File: src/rtl/cv32e41s_pkg.sv
// Shared types for the cv32e41s request-side PMR filter.
//   pmp_req_e          : access type presented to the PMP lookup
//   pmr_filter_state_e : control states of cv32e41s_pmr_req_filter
//   pmr_reloc_fault()  : combines the PMP verdict with relocation range checking
package cv32e41s_pkg;

  typedef enum logic [1:0] {
    PMP_ACC_READ  = 2'b00,
    PMP_ACC_WRITE = 2'b01,
    PMP_ACC_EXEC  = 2'b10
  } pmp_req_e;

  typedef enum logic [1:0] {
    IDLE     = 2'b00,
    BUS_REQ  = 2'b01,
    ERR_WAIT = 2'b10,
    ERR_RESP = 2'b11
  } pmr_filter_state_e;

  // A relocated address that lands outside the 32-bit space (overflow or
  // underflow shows up in the two guard bits) is as bad as a PMP denial.
  function automatic logic pmr_reloc_fault(input logic        pmp_err,
                                           input logic [33:0] reloc_addr);
    return pmp_err || (reloc_addr[33:32] != 2'b00);
  endfunction

endpackage

File: src/rtl/cv32e41s_pmr_outstanding_cnt.sv
// Up/down counter of bus transactions granted but not yet responded.
//   clk, rst : clock, synchronous active-high reset (count returns to 0)
//   inc_i    : a bus request was granted this cycle
//   dec_i    : a bus response arrived this cycle
//   full_o   : count == MAX_OUTSTANDING, no further request may be issued
//   empty_o  : count == 0
// The count saturates at both ends; a response with nothing outstanding is a
// bus protocol violation and is flagged by an assertion.
module cv32e41s_pmr_outstanding_cnt #(
  parameter int unsigned MAX_OUTSTANDING = 2
) (
  input  logic clk,
  input  logic rst,
  input  logic inc_i,
  input  logic dec_i,
  output logic full_o,
  output logic empty_o
);

  localparam int unsigned CNT_W = $clog2(MAX_OUTSTANDING + 1);
  localparam logic [CNT_W-1:0] MAX_CNT = CNT_W'(MAX_OUTSTANDING);

  logic [CNT_W-1:0] cnt_q;
  logic [CNT_W-1:0] cnt_d;

  assign full_o  = (cnt_q == MAX_CNT);
  assign empty_o = (cnt_q == '0);

  // Increment and decrement are applied independently so that a grant and a
  // response in the same cycle cancel out.
  always_comb begin
    cnt_d = cnt_q;
    if (inc_i && !full_o) begin
      cnt_d = cnt_d + CNT_W'(1);
    end
    if (dec_i && !empty_o) begin
      cnt_d = cnt_d - CNT_W'(1);
    end
  end

  always_ff @(posedge clk) begin
    if (rst) begin
      cnt_q <= '0;
    end else begin
      cnt_q <= cnt_d;
    end
  end

  always_ff @(posedge clk) begin
    if (!rst) begin
      assert (!(dec_i && empty_o));
      assert (!(inc_i && full_o));
    end
  end

endmodule

File: src/rtl/cv32e41s_pmr_req_filter.sv
// Request-side filter between a core master and the OBI bus, directly
// downstream of the PMP.
//   core_*     : OBI-like core request (req/gnt) and response (rvalid/rdata/err)
//   pmp_*      : combinational PMP lookup driven from the incoming request;
//                verdict and relocated address come back the same cycle
//   bus_*      : OBI master towards the bus, address taken from the relocation
// A granted core request is captured into a holding register. Permitted
// requests are issued on the bus; faulting ones never reach the bus and get a
// synthetic error response once all earlier bus responses have drained.
import cv32e41s_pkg::*;

module cv32e41s_pmr_req_filter #(
  parameter int unsigned MAX_OUTSTANDING = 2
) (
  input  logic        clk,
  input  logic        rst,

  input  logic        core_req_i,
  output logic        core_gnt_o,
  input  logic [31:0] core_addr_i,
  input  logic        core_we_i,
  input  logic [3:0]  core_be_i,
  input  logic [31:0] core_wdata_i,
  input  logic        core_instr_i,
  input  logic        core_debug_region_i,
  output logic        core_rvalid_o,
  output logic [31:0] core_rdata_o,
  output logic        core_err_o,

  output logic [33:0] pmp_req_addr_o,
  output pmp_req_e    pmp_req_type_o,
  output logic        pmp_req_debug_region_o,
  input  logic [33:0] pmp_reloc_addr_i,
  input  logic        pmp_err_i,

  output logic        bus_req_o,
  input  logic        bus_gnt_i,
  output logic [31:0] bus_addr_o,
  output logic        bus_we_o,
  output logic [3:0]  bus_be_o,
  output logic [31:0] bus_wdata_o,
  input  logic        bus_rvalid_i,
  input  logic [31:0] bus_rdata_i,
  input  logic        bus_err_i
);

  pmr_filter_state_e state_q, state_d;

  logic [31:0] addr_q,  addr_d;
  logic        we_q,    we_d;
  logic [3:0]  be_q,    be_d;
  logic [31:0] wdata_q, wdata_d;

  logic     core_gnt;
  logic     bus_req;
  logic     err_resp;
  logic     capture;
  logic     cap_err;
  logic     bus_fire;
  logic     cnt_full;
  logic     cnt_empty;
  pmp_req_e req_type;

  assign req_type = core_instr_i ? PMP_ACC_EXEC  :
                    core_we_i    ? PMP_ACC_WRITE : PMP_ACC_READ;

  assign cap_err  = pmr_reloc_fault(pmp_err_i, pmp_reloc_addr_i);
  assign bus_fire = bus_req && bus_gnt_i;

  cv32e41s_pmr_outstanding_cnt #(
    .MAX_OUTSTANDING (MAX_OUTSTANDING)
  ) u_outstanding_cnt (
    .clk     (clk),
    .rst     (rst),
    .inc_i   (bus_fire),
    .dec_i   (bus_rvalid_i),
    .full_o  (cnt_full),
    .empty_o (cnt_empty)
  );

  always_comb begin
    state_d  = state_q;
    core_gnt = 1'b0;
    bus_req  = 1'b0;
    err_resp = 1'b0;
    unique case (state_q)
      IDLE: begin
        core_gnt = 1'b1;
        if (core_req_i) begin
          state_d = cap_err ? ERR_WAIT : BUS_REQ;
        end
      end
      BUS_REQ: begin
        bus_req = !cnt_full;
        // The holding register frees up on the grant, so a new request can
        // be accepted in the same cycle.
        if (bus_req && bus_gnt_i) begin
          core_gnt = 1'b1;
          if (core_req_i) begin
            state_d = cap_err ? ERR_WAIT : BUS_REQ;
          end else begin
            state_d = IDLE;
          end
        end
      end
      ERR_WAIT: begin
        // Hold the error until every earlier bus response has been returned
        // so responses reach the core in issue order.
        if (cnt_empty && !bus_rvalid_i) begin
          state_d = ERR_RESP;
        end
      end
      ERR_RESP: begin
        err_resp = 1'b1;
        state_d  = IDLE;
      end
      default: begin
        state_d = IDLE;
      end
    endcase
  end

  always_comb begin
    capture = core_req_i && core_gnt;
    addr_d  = addr_q;
    we_d    = we_q;
    be_d    = be_q;
    wdata_d = wdata_q;
    if (capture) begin
      addr_d  = pmp_reloc_addr_i[31:0];
      we_d    = core_we_i;
      be_d    = core_be_i;
      wdata_d = core_wdata_i;
    end
  end

  always_ff @(posedge clk) begin
    if (rst) begin
      state_q <= IDLE;
      addr_q  <= '0;
      we_q    <= 1'b0;
      be_q    <= '0;
      wdata_q <= '0;
    end else begin
      state_q <= state_d;
      addr_q  <= addr_d;
      we_q    <= we_d;
      be_q    <= be_d;
      wdata_q <= wdata_d;
    end
  end

  // Every output is forced low while reset is held, including the
  // combinational pass-through paths.
  assign core_gnt_o             = !rst && core_gnt;
  assign bus_req_o              = !rst && bus_req;
  assign bus_addr_o             = rst ? '0 : addr_q;
  assign bus_we_o               = !rst && we_q;
  assign bus_be_o               = rst ? '0 : be_q;
  assign bus_wdata_o            = rst ? '0 : wdata_q;

  assign pmp_req_addr_o         = rst ? '0 : {2'b00, core_addr_i};
  assign pmp_req_type_o         = rst ? PMP_ACC_READ : req_type;
  assign pmp_req_debug_region_o = !rst && core_debug_region_i;

  assign core_rvalid_o          = !rst && (err_resp || bus_rvalid_i);
  assign core_err_o             = !rst && (err_resp || bus_err_i);
  assign core_rdata_o           = (rst || err_resp) ? '0 : bus_rdata_i;

endmodule
File: config.mk
export PLATFORM = sky130hd
export DESIGN_NAME = cv32e41s_pmr_req_filter
export DESIGN_NICKNAME = d
export VERILOG_FILES = /design/src/rtl/cv32e41s_pkg.sv /design/src/rtl/cv32e41s_pmr_outstanding_cnt.sv /design/src/rtl/cv32e41s_pmr_req_filter.sv
export SDC_FILE = /design/constraint.sdc
export NUM_CORES = 1
export LEC_CHECK = 0
export CAP_MARGIN = 20
export CORE_AREA = 2 2 112 114
export CTS_CLUSTER_SIZE = 16
export DETAILED_ROUTE_END_ITERATION = 8
export DIE_AREA = 0 0 114 116
export PLACE_DENSITY = 0.76
export SETUP_SLACK_MARGIN = 0.2
export SLEW_MARGIN = 20
export SYNTH_ARGS = -nofsm -noshare
export SYNTH_HDL_FRONTEND = slang
export SYNTH_SLANG_ARGS = --single-unit
File: constraint.sdc
create_clock -name clk -period 2.2 [get_ports clk]
set_input_delay 0.44 -clock clk [delete_from_list [all_inputs] [get_ports clk]]
set_output_delay 0.44 -clock clk [all_outputs]
set_load 0.005 [all_outputs]
Yosys cells after proc, flatten, opt, wreduce, memory -nomap -nowiden
Index checks and enable logic that the tools add are counted.

Add/subtract/negate cells: 2. Equality and inequality tests: 7. Multiplexer cells: 20. Reduce and logical (&&, ||, !) cells: 24.

Operators by type and width (number): $mux W32 (4); $mux W2 (9); $logic_and A1 B1 Y1 (12); $pmux W2 S4 (1); $eq A2 B2 Y1 const B (3); $ne A2 B2 Y1 const B (3); $logic_not A1 Y1 (4); $logic_not A2 Y1 (2); $logic_or A1 B1 Y1 (4); $mux W1 (4); $mux W4 (1); $reduce_and A3 Y1 (1); $add A2 B1 Y2 const B (1); $eq A2 B1 Y1 const B (1); $pmux W1 S2 (1); $reduce_bool A2 Y1 (1); $sub A2 B1 Y2 const B (1).

Register bits: 73. Bits of input ports: 144.

Longest topological paths before layout
Depth in word-level cells: 8. Mapped depth: 9.

By module
A second synthesis with hierarchy kept.

Cells, all modules: 415. Area total of the unflattened synthesis: 4022.6 sq um.

By module, submodules not included: cv32e41s_pmr_req_filter (times used 1, cells each 400, area each 3877.5 sq um); cv32e41s_pmr_outstanding_cnt (times used 1, cells each 15, area each 145.1 sq um).

Worst setup path after synthesis
No wires, ideal clock.

Path type: input to output. Start point: input port rst. End point: output port core_rdata_o[0]. Arrival: 1209 ps. Required time: 1760 ps. Slack: 551 ps. Cell stages on the path: 4. Path through: clkbuf_1 a21oi_1 clkbuf_1 and2_1.

Cells in the longest elaborated chain, start to end: 2.

RTL lines: start, declared (line cv32e41s_pmr_req_filter.sv:16) `input logic rst,`; $logic_or A1 B1 Y1 (line cv32e41s_pmr_req_filter.sv:168) `assign core_rdata_o = (rst || err_resp) ? '0 : bus_rdata_i;`; $mux W32 (line cv32e41s_pmr_req_filter.sv:168); end, declared (line cv32e41s_pmr_req_filter.sv:27) `output logic [31:0] core_rdata_o,`.

Every way passes these cells.

Worst setup path in the final report
Start point: register state_q[1]. End point: output port core_rdata_o[7].

Cells in the longest elaborated chain, start to end: 4.

RTL lines: start, declared (line cv32e41s_pmr_req_filter.sv:47) `pmr_filter_state_e state_q, state_d;`; start signal, assigned (line cv32e41s_pmr_req_filter.sv:145) `state_q <= state_d;`; $eq A2 B2 Y1 (line cv32e41s_pmr_req_filter.sv:86) `unique case (state_q)`; $mux W1 (line cv32e41s_pmr_req_filter.sv:86); $logic_or A1 B1 Y1 (line cv32e41s_pmr_req_filter.sv:168); $mux W32 (line cv32e41s_pmr_req_filter.sv:168).

Every way passes these cells.

==> results.md <==
Yosys:
- In the synthesized netlist the dominant register cell turns out to be sky130_fd_sc_hd__dfxtp_1.
- The number of flops mapped to enable cells by yosys is 0.
- In the synthesized netlist, the number of instances is 496.
- By count the netlist is led by sky130_fd_sc_hd__nand2_1 (130), sky130_fd_sc_hd__nor2b_1 (104), sky130_fd_sc_hd__dfxtp_1 (73).
- Summing every instance area after synthesis gives 3789 um^2.
- In the post-synthesis netlist, the cell with the most instances is sky130_fd_sc_hd__nand2_1.
- The largest total area in the synthesized netlist belongs to sky130_fd_sc_hd__dfxtp_1.
- The share of the Yosys chip area taken by registers is 0.3857.
- The synthesis-stage register bit count is 73.
- The share of Yosys cell area claimed by the top area cell type is 0.3857.
- The distinct cell type count after synthesis is 35.
- The post-synthesis async set-or-reset flop share is 0.
- The average footprint of a synthesized cell is 7.638 um^2.
- The number of synthesis warnings is 0.
- Yosys attributes the largest share of cell area to sky130_fd_sc_hd__dfxtp_1 (39%), sky130_fd_sc_hd__nor2b_1 (17%), sky130_fd_sc_hd__nand2_1 (13%), sky130_fd_sc_hd__a21oi_1 (8.2%), sky130_fd_sc_hd__and2_1 (5.3%).

Power:
- The internal portion of the total power is 3.102 mW.
- Of the total power, the clock network draws 0.341.
- The power density over cell area is 567.5 nW/um^2.
- Summed over all nets, the switching power comes to 1.116 mW.
- The maximum vdd ir drop is 0.3186 mV.
- Of the total power, combinational logic draws 0.302.
- Of the total power, the share spent switching nets is 0.2645.
- In this run the static leakage power is 3.725 nW.
- The sequential share of power is 0.357.

Critical path:
- The logic depth of the worst register-to-register path is 7.
- The destination of the worst register-to-register timing path is u_outstanding_cnt.cnt_q[1].
- The largest fanout on the critical path is 16.
- The data required time of the worst path is 1.76 ns.
- The type of destination of the critical path is an output pin.
- The highest-delay cell along the critical path is sky130_fd_sc_hd__clkdlybuf4s50_1.
- The critical path startpoint category is a flip-flop.
- The kind of cell with the highest combined delay along the critical path is buffers and inverters.
- The setup slack of the most critical reg-to-reg path is 0.44 ns.
- Traced cell by cell, the critical path runs through a21oi_4 -> buf_6 -> and2_1 -> clkdlybuf4s50_1.
- The buffer and inverter count on the worst path is 2.
- The type of the worst setup path is flip-flop to output pin.
- The startpoint identified for the worst register-to-register timing path is u_outstanding_cnt.cnt_q[0].
- The longest individual stage delay on the worst path is 0.52 ns.
- STA puts the critical path data arrival time at 1.67 ns.

Route:
- The via total after detailed routing is 4271.
- The detailed router's first-iteration violation count is 281.
- The detail route stage leaves a number of antenna-violating nets equal to 0.
- For this run, the detailed router's first-pass iteration total came to 4.
- The via-per-instance ratio is 4.548.
- The mean routed wirelength per cell is 14.37 um.
- The routed design has 13490 um of wire.
- The residual DRC count is 0.

STA:
- The worst path meets setup with 0.08784 ns of slack.
- The share of the cycle needed by the critical path after routing is 0.9601.
- The final period demand of the worst path is 2.112 ns.
- Summed over all failing endpoints, the final setup total negative slack is 0 ns.
- For this run, the top clock speed supported by timing is 473.4 MHz.
- The final count of negative-setup-slack endpoints is 0.
- The final-report max-slew violation count came to 0.
- The number of hold-slack violations in the final timing report came to 0.
- Setup repair after global routing could not meet its margin everywhere.
- The post-route clock skew is 0.007301 ns.

Cells and area:
- The final-stage net count is 934.
- The number of cells in the finished layout apart from fillers is 939.
- The cell area after layout is 7432 um^2.
- The share of post-route cells with drive strength above 1 is 0.1199.
- The area growth from synthesis to layout is 96.17%.
- The number of antenna repair diodes is 0.

Hold path:
- The start point of the worst hold path is addr_q[3].
- The worst hold path terminates at addr_q[3].
- The class of the worst hold path is flip-flop to flip-flop.
- The worst hold path was traced through 2 stages.

Clock network:
- TritonCTS built the clock tree.
- The cell sitting at the root of the clock tree is a sky130_fd_sc_hd__clkbuf_16.
- The H-tree level count is 3.
- The longest clock path from root to sink contains 2 buffers.
- At the later pin of the worst-skew pair, clock insertion delay measures 0.33 ns.
- The clock-pin slew on the worst setup and hold paths is 0.05 ns.
- After clock tree synthesis, the flow added hold-fix buffers numbering 0.
- CTS saw 73 sinks.
- The number of buffers added by the clock tree synthesis step is 9.

Flow run:
- The tool flagged a number of max-cap violations equal to 0.

Global route:
- For met2 alone, demand over resource in global routing was 0.3583.
- In the global route stage, met3 resource usage came out at 0.04655.
- For this run, global-route usage on met1 was measured as 0.1906.
- The first-pass GRT wire length is 19530 um.
- The via count of the first global-routing pass was 4155.
- The global route total overflow is 0.
- The maximum number of pins on one net before global-route repair is 81.
- The most utilized layer in the global route result is met2.
- The overall fraction of global-route tracks in use is 0.1850.
- The initial antenna violation count is 0.

Place:
- The last weighted congestion value of the routability-driven placer is 0.7930.
- The count of buffers added on input and output ports is 283.
- The placed instances occupy a cell area of 6798 um^2.
- The half-perimeter wire length after detailed placement is 9985 um.
- The minimum setup slack after placement is -0.07600 ns.
- The number of placed instances, taps included, is 909.

Die:
- The full die area is 13220 um^2.
- The starting density of the core is 0.3181.
- The die width is 114 um.
- The height of the die is 116 um.
- The area of the core is 11910 um^2.
- The number of ports placed on the die boundary is 286.
- In this run the core area contains 40 standard-cell rows.

Status:
- The run finished with clean final reports.
[per-layer routing]
layer  up-vias  wire (um)
met5         -          0
met4         0        263
met3        19       1040
met2       210       7198
met1      1899       4988
li1       2143          -
[cell usage in the layout (no fill, tap or decap), types with 4 or more instances in the layout]
master,Yosys,layout
sky130_fd_sc_hd__nor2_1,5,5
sky130_fd_sc_hd__buf_12,0,5
sky130_fd_sc_hd__a21oi_2,11,11
sky130_fd_sc_hd__nand2_1,130,130
sky130_fd_sc_hd__dfxtp_1,73,70
sky130_fd_sc_hd__and2_1,32,32
sky130_fd_sc_hd__nand2_2,10,10
sky130_fd_sc_hd__buf_6,9,4
sky130_fd_sc_hd__dlygate4sd2_1,0,12
sky130_fd_sc_hd__clkbuf_16,0,11
sky130_fd_sc_hd__buf_4,3,28
sky130_fd_sc_hd__clkdlybuf4s50_1,0,206
sky130_fd_sc_hd__a21oi_1,62,61
sky130_fd_sc_hd__nor2b_1,104,101
sky130_fd_sc_hd__dlymetal6s2s_1,0,61
[worst max-delay path by stage]
stage	startpoint	to	slack [ns]	cells after the start
final	state_q[1]	core_rdata_o[7]	0.09	4
after global routing	state_q[1]	core_rdata_o[7]	0.02	4
after floorplan	rst	core_rdata_o[0]	0.55	4
after global placement	bus_gnt_i	core_gnt_o	-0.10	4
after CTS	state_q[0]	core_rdata_o[3]	0.07	4
after detailed placement	bus_gnt_i	core_gnt_o	-0.08	4
[cell type report]
type                       count  area (um^2)
clock inverter                 4        53.80
tap                          147        183.9
sequential                    73         1468
clock buffer                  11        242.7
timing repair buffer         322         3378
multi-input combinational    378         2088
fill                        1023         4479
inverter                       4        17.52
[registers in the layout, summed over array words and instances, names as in the netlist]
register / cells
state_q: 2
we_q: 1
addr_q: 32
wdata_q: 32
be_q: 4
u_outstanding_cnt.cnt_q: 2
[per-stage QoR]
step	total power, mW	hold WS (ns)	utilization
after detailed placement	2.776	0.4417	0.5707
after global placement	2.734	0.4343	0.5707
after CTS	4.246	0.4491	0.6012
after global routing	4.433	0.4683	0.6240
after floorplan	2.115	0.4318	-
final	4.217	0.4437	0.6240
[power by group through the flow]
stage               Combinational, mW  Sequential [mW]  Clock [mW]
floorplan                       0.607             1.51           0
global placement                 1.22             1.52           0
detailed placement               1.25             1.53           0
CTS                              1.27             1.50        1.48
global route                     1.38             1.52        1.54
finish                           1.27             1.50        1.44
[worst min-delay path, cell delays in order (launching register included)]
cell and delay [ns]:
sky130_fd_sc_hd__dfxtp_1 0.30, sky130_fd_sc_hd__nand2_1 0.05, sky130_fd_sc_hd__a21oi_1 0.05
[kinds of logic (layout without fill, tap and decap cells)]
| group | count (synthesis) | after routing | synth area share |
|---|---|---|---|
| buffers and inverters | 46 | 341 | 0.07530 |
| multiplexers | 1 | 1 | 0.003962 |
| other | 1 | 2 | 0.0009898 |
| adder cells (fa/ha/maj) | 2 | 2 | 0.006604 |
| AND/OR/NAND/NOR | 290 | 290 | 0.3940 |
| flip-flops | 73 | 73 | 0.3857 |
| XOR/XNOR | 2 | 2 | 0.004624 |
| AO/OA/AOI/OAI | 81 | 81 | 0.1288 |
[what timing repair did]
action / in CTS / in global routing
cloned: 2 / 2
endpoints found under the hold margin: 0 / 0
pin swaps: 1 / 0
buffers inserted: 4 / 7
resized for setup: 32 / 71
setup endpoints to repair: 42 / 98
Power figures use the tool's default switching activity.
